<file path="config.mk">
export PLATFORM = sky130hd
export DESIGN_NAME = dcache_write_buffer
export DESIGN_NICKNAME = d
export VERILOG_FILES = /design/src/rtl/dcache_write_buffer.sv
export SDC_FILE = /design/constraint.sdc
export NUM_CORES = 1
export LEC_CHECK = 0
export BUFFER_PORTS_ARGS = -buffer_cell sky130_fd_sc_hd__buf_2
export CORE_UTILIZATION = 61
export CTS_BUF_LIST = sky130_fd_sc_hd__clkbuf_4 sky130_fd_sc_hd__clkbuf_8
export CTS_CLUSTER_SIZE = 20
export DETAILED_ROUTE_END_ITERATION = 8
export MAX_ROUTING_LAYER = met4
export PLACE_DENSITY = 0.83
export SYNTH_ARGS = -nofsm -noshare
export SYNTH_HDL_FRONTEND = slang
export SYNTH_SLANG_ARGS = --single-unit
export TNS_END_PERCENT = 1
</file>
<file path="constraint.sdc">
create_clock -name clk -period 2.46 [get_ports clk]
set_input_delay 0.246 -clock clk [delete_from_list [all_inputs] [get_ports clk]]
set_output_delay 0.246 -clock clk [all_outputs]
set_load 0.02 [all_outputs]
</file>
<file path="src/rtl/dcache_write_buffer.sv">
// rtl/dcache_write_buffer.sv - FIFO write buffer between dcache write port and AXI bridge
//
// Purpose: queues dirty-line evictions and uncached stores so the dcache can
// keep refilling while the AXI write drains, and flags reads that hit a line
// still held in (or entering) the buffer.
//
// Ports:
//   clk, resetn                 core clock, asynchronous active-low reset
//   in_wr_req/type/addr/wstrb/data, in_wr_rdy
//                               write side from the dcache (push)
//   out_wr_req/type/addr/wstrb/data, out_wr_rdy
//                               head entry toward the AXI bridge (pop)
//   rd_req, rd_addr, rd_conflict
//                               read-after-write hazard check (combinational)
//   empty                       no entries buffered

module dcache_write_buffer #(
   parameter int DEPTH        = 4,
   parameter int LINE_WIDTH   = 128,
   parameter int OFFSET_WIDTH = 4
) (
   input  logic                  clk,
   input  logic                  resetn,

   input  logic                  in_wr_req,
   input  logic [2:0]            in_wr_type,
   input  logic [31:0]           in_wr_addr,
   input  logic [3:0]            in_wr_wstrb,
   input  logic [LINE_WIDTH-1:0] in_wr_data,
   output logic                  in_wr_rdy,

   output logic                  out_wr_req,
   output logic [2:0]            out_wr_type,
   output logic [31:0]           out_wr_addr,
   output logic [3:0]            out_wr_wstrb,
   output logic [LINE_WIDTH-1:0] out_wr_data,
   input  logic                  out_wr_rdy,

   input  logic                  rd_req,
   input  logic [31:0]           rd_addr,
   output logic                  rd_conflict,

   output logic                  empty
);

   localparam int PTR_W = $clog2(DEPTH);
   localparam int CNT_W = PTR_W + 1;
   localparam logic [CNT_W-1:0] FULL_COUNT = CNT_W'(DEPTH);

   logic [2:0]            ent_type  [DEPTH];
   logic [31:0]           ent_addr  [DEPTH];
   logic [3:0]            ent_wstrb [DEPTH];
   logic [LINE_WIDTH-1:0] ent_data  [DEPTH];
   logic [DEPTH-1:0]      ent_valid;

   logic [PTR_W-1:0]      head;
   logic [PTR_W-1:0]      tail;
   logic [CNT_W-1:0]      count;

   logic                  push;
   logic                  pop;
   logic                  line_hit;

   // The offset bits of the read address play no part in the line compare.
   logic                  unused_rd_offset;
   assign unused_rd_offset = ^rd_addr[OFFSET_WIDTH-1:0];

   // Acceptance is purely count-based: a full buffer refuses a write even if
   // the bridge pops in the same cycle, which keeps in_wr_rdy off the
   // out_wr_rdy timing path.
   assign in_wr_rdy  = (count != FULL_COUNT);
   assign out_wr_req = (count != '0);
   assign empty      = (count == '0);

   assign push = in_wr_req && in_wr_rdy;
   assign pop  = out_wr_req && out_wr_rdy;

   // Head entry drives the bridge directly from storage; no bypass, so a
   // pushed entry is visible the cycle after the push.
   assign out_wr_type  = ent_type[head];
   assign out_wr_addr  = ent_addr[head];
   assign out_wr_wstrb = ent_wstrb[head];
   assign out_wr_data  = ent_data[head];

   // Line-granular hazard check over every valid entry plus a write being
   // pushed this cycle. Sub-line writes are treated as touching the whole
   // line, which is conservative but never misses a hazard.
   always_comb begin
      line_hit = 1'b0;
      for (int i = 0; i < DEPTH; i++) begin
         if (ent_valid[i] &&
             (ent_addr[i][31:OFFSET_WIDTH] == rd_addr[31:OFFSET_WIDTH])) begin
            line_hit = 1'b1;
         end
      end
      if (push && (in_wr_addr[31:OFFSET_WIDTH] == rd_addr[31:OFFSET_WIDTH])) begin
         line_hit = 1'b1;
      end
      rd_conflict = rd_req && line_hit;
   end

   // Entries are cleared on reset so the head fields read as zero afterwards.
   always_ff @(posedge clk or negedge resetn) begin
      if (!resetn) begin
         for (int i = 0; i < DEPTH; i++) begin
            ent_type[i]  <= '0;
            ent_addr[i]  <= '0;
            ent_wstrb[i] <= '0;
            ent_data[i]  <= '0;
         end
         ent_valid <= '0;
         head      <= '0;
         tail      <= '0;
         count     <= '0;
      end else begin
         // push and pop never target the same slot: that would need the
         // buffer to be both empty (pop impossible) or full (push impossible).
         if (push) begin
            ent_type[tail]  <= in_wr_type;
            ent_addr[tail]  <= in_wr_addr;
            ent_wstrb[tail] <= in_wr_wstrb;
            ent_data[tail]  <= in_wr_data;
            ent_valid[tail] <= 1'b1;
            tail            <= tail + 1'b1;
         end
         if (pop) begin
            ent_valid[head] <= 1'b0;
            head            <= head + 1'b1;
         end
         case ({push, pop})
            2'b10:   count <= count + 1'b1;
            2'b01:   count <= count - 1'b1;
            default: count <= count;
         endcase
      end
   end

endmodule

</file>
==> flow_summary.toml <==
[place]
io_buffers = 370
dp_hpwl_um = 48100
dp_slack_ps = 204
dp_cells = 2859
place_congestion = 0.901

[worst_setup_path]
critPathMaxFanout = 3
slowest_stage = "dfrtp_1"
cp_data_arrival_time_ps = 2470
cp-start-kind = "register"
crit_path_end_kind = "output port"
critPathMaxStageDelay_ps = 410
cpLargestDelayFamily = "simple AND/OR/NAND/NOR gates"
worstSetupPathDepth = 6
cp_cell_sequence = "xnor2_2, nand2_1, nor4_2, nand4_1, a41oi_2, buf_4"
ff2ff_path_depth = 6
setup.worst_path.class = "reg2out"
worst_ep_required_time_ps = 2210
path_buf_inv = 1

[final_layout]
drive_gt1_share_pct = 50.2
seq_area_mm2 = 0.0170
fillCellCount = 2787
final_nets = 2690
multiInputGateArea_mm2 = 0.0134
instances_no_fill = 3244
syn_to_final_growth_pct = 22.7

[synth]
syn_avg_cell_area_um2 = 16.5
netlist_area_mm2 = 0.0313
synth_warnings = 0
synth_top_area_cell = "dfrtp_1"
synthTopCellsByCount = "dfrtp_1, mux2_2, mux2_1"
synth_flop_cell = "dfrtp_1"
synth.area.top_cells = "dfrtp_1, mux2_2, mux4_2"
synth_cell_types = 31
async_flop_share_pct = 100
yosysSeqAreaShare_pct = 54.3
synth_edf_count = 0
synthCells = 1892
mappedNetlistNets = 2106
yosys_register_bits = 679
synth_top_area_share_pct = 54.3
synth.most_common_cell = "dfrtp_1"

[global_route]
antenna_found_initial = 14
grt_pass1_wl_um = 122000
grt_pass1_vias = 21610
overflow = 0
busiest_layer = "met2"
grtUsageTotal_pct = 31.2
grtUsageMet2_pct = 48.7
met3_usage_pct = 7.70
grtUsageMet1_pct = 39.8
grt_start_max_net_pins = 87

[sta]
finalHoldViolCount = 0
skew_ps = 26.0
setup_violations = 124
fin_crit_sh_pct = 111
slew_violations = 0
max_freq_ghz = 0.368
maxSlewHeadroom_pct = 63.3
setup_ws_ps = -260
worstMarginPinSlew_ps = 550
rsz0062_at_grt = "true"
fin_crit_ps = 2720

[floorplanning]
pin_count = 375
die_h_um = 228
rows = 82
die_w_um = 228
core_area_mm2 = 0.0504
die_area_mm2 = 0.0522
initial_core_util_pct = 62.1

[clock_network]
clk_latency_ps = 700
cts-root-buf = "clkbuf_8"
cts_tree = "done"
cts_max_level = 3
cts.path.max_buffers = 3
clk_pin_slew_ps = 60
cts_sinks = 679
cts_buffers = 108

[routing]
dr.pass1.iters = 4
first_iter_violations = 960
via_count = 19050
ant_nets = 0
avgViaCountPerCell = 5.87
drc_errors = 0
wl_per_cell_um = 23.5
wirelength_um = 76300

[job]
drv_cap = 0

[power]
leakage_nw = 16.8
power_mw = 57.2
ir_drop_v = 0.00121
power_density_mw_per_mm2 = 1490

[worst_hold_path]
worst_hold_path_type = "in2reg"
hold_path_depth = 3

[status]
violations = "setup timing"
outcome = "finished with violations"
==> stage by stage <==
stage	util, %	hold WS, ps	TNS, ps	instance area, um^2
2_1_floorplan	-	-49.6	0	31300
3_3_place_gp	67.2	218	0	33900
3_5_place_dp	67.2	213	0	33900
4_1_cts	76.0	25.4	-17040	38300
5_1_grt	76.2	85.7	-21510	38400
6_report	76.2	73.7	-7050	38400
==> cells by family after synthesis <==
group / share of synthesized area [%]
multiplexers: 36.1
flip-flops: 54.3
buffers and inverters: 3.64
XOR/XNOR: 4.06
AND/OR/NAND/NOR: 1.23
AO/OA/AOI/OAI: 0.212
adder cells (fa/ha/maj): 0.424
==> power breakdown <==
group	internal [mW]	switching (mW)	total (mW)	leakage, nW
Combinational	13.8	12.9	26.7	7.48
Sequential	17.0	3.45	20.4	8.05
Clock	5.67	4.41	10.1	1.23
==> sequential cells by signal, indices dropped and copies added (netlist names) <==
signal,cells
head,2
ent_addr,128
ent_valid,4
count,3
tail,2
ent_wstrb,16
ent_data,512
ent_type,12
==> final cells by class <==
cell class / instances / area share [%]
Tap cell: 672 / 2.19
Sequential cell: 679 / 44.3
Clock buffer: 175 / 5.67
Inverter: 10 / 0.0978
Clock inverter: 17 / 0.300
Multi-Input combinational cell: 1063 / 34.8
Antenna cell: 14 / 0.0913
Timing Repair Buffer: 614 / 12.5
==> cell usage in the layout, fill, tap and decap left out, drive strengths merged <==
cell type,Yosys,routed
or3,1,1
nor4,16,16
mux4,167,167
mux2,668,668
o21ai,2,2
clkinv,0,14
clkinvlp,0,2
a41oi,1,1
dlygate4sd3,0,168
or3b,1,1
mux2i,1,1
nand4,28,28
and2,2,2
bufinv,0,1
buf,92,446
ha,9,9
nand3,1,1
a22oi,1,1
xor2,35,35
nand2,10,10
diode,0,14
nor2,1,1
dfrtp,679,679
a21oi,8,8
fa,1,1
inv,10,10
clkbuf,48,175
xnor2,110,110
==> repair_timing <==
action                      CTS  global route
buffers inserted             10             0
pin swaps                    18             4
gates resized for setup      73            12
cloned                        1             0
setup endpoints to repair   168           162
hold buffers                168             0
hold endpoints to repair   1347             0
==> worst reg2reg max path: cells and delay by family (launching register included) <==
kind / cells / cell delay (ps)
flops: 1 / 380
simple gates: 3 / 890
mux: 1 / 380
buf+inv: 2 / 470
==> worst paths after layout <==
check | startpoint | slack [ps] | end
worst min-delay path | out_wr_rdy | 70 | head[0]
worst max-delay path | ent_addr[109] | -260 | rd_conflict
worst min register to register | ent_data[161] | 490 | ent_data[161]
max in group asynchronous | resetn | 1520 | ent_data[481]
worst max register to register | count[1] | 220 | ent_data[294]
min in group asynchronous | resetn | 80 | ent_data[66]
==> metal layers <==
metal | part of all wire, % | up-vias | wire (um)
met3 | 6.8 | 182 | 5180
li1 | - | 8202 | -
met2 | 49 | 653 | 37600
met1 | 41 | 10013 | 30900
met5 | 0 | - | 0
met4 | 3.4 | 0 | 2590
Power figures use the tool's default switching activity.
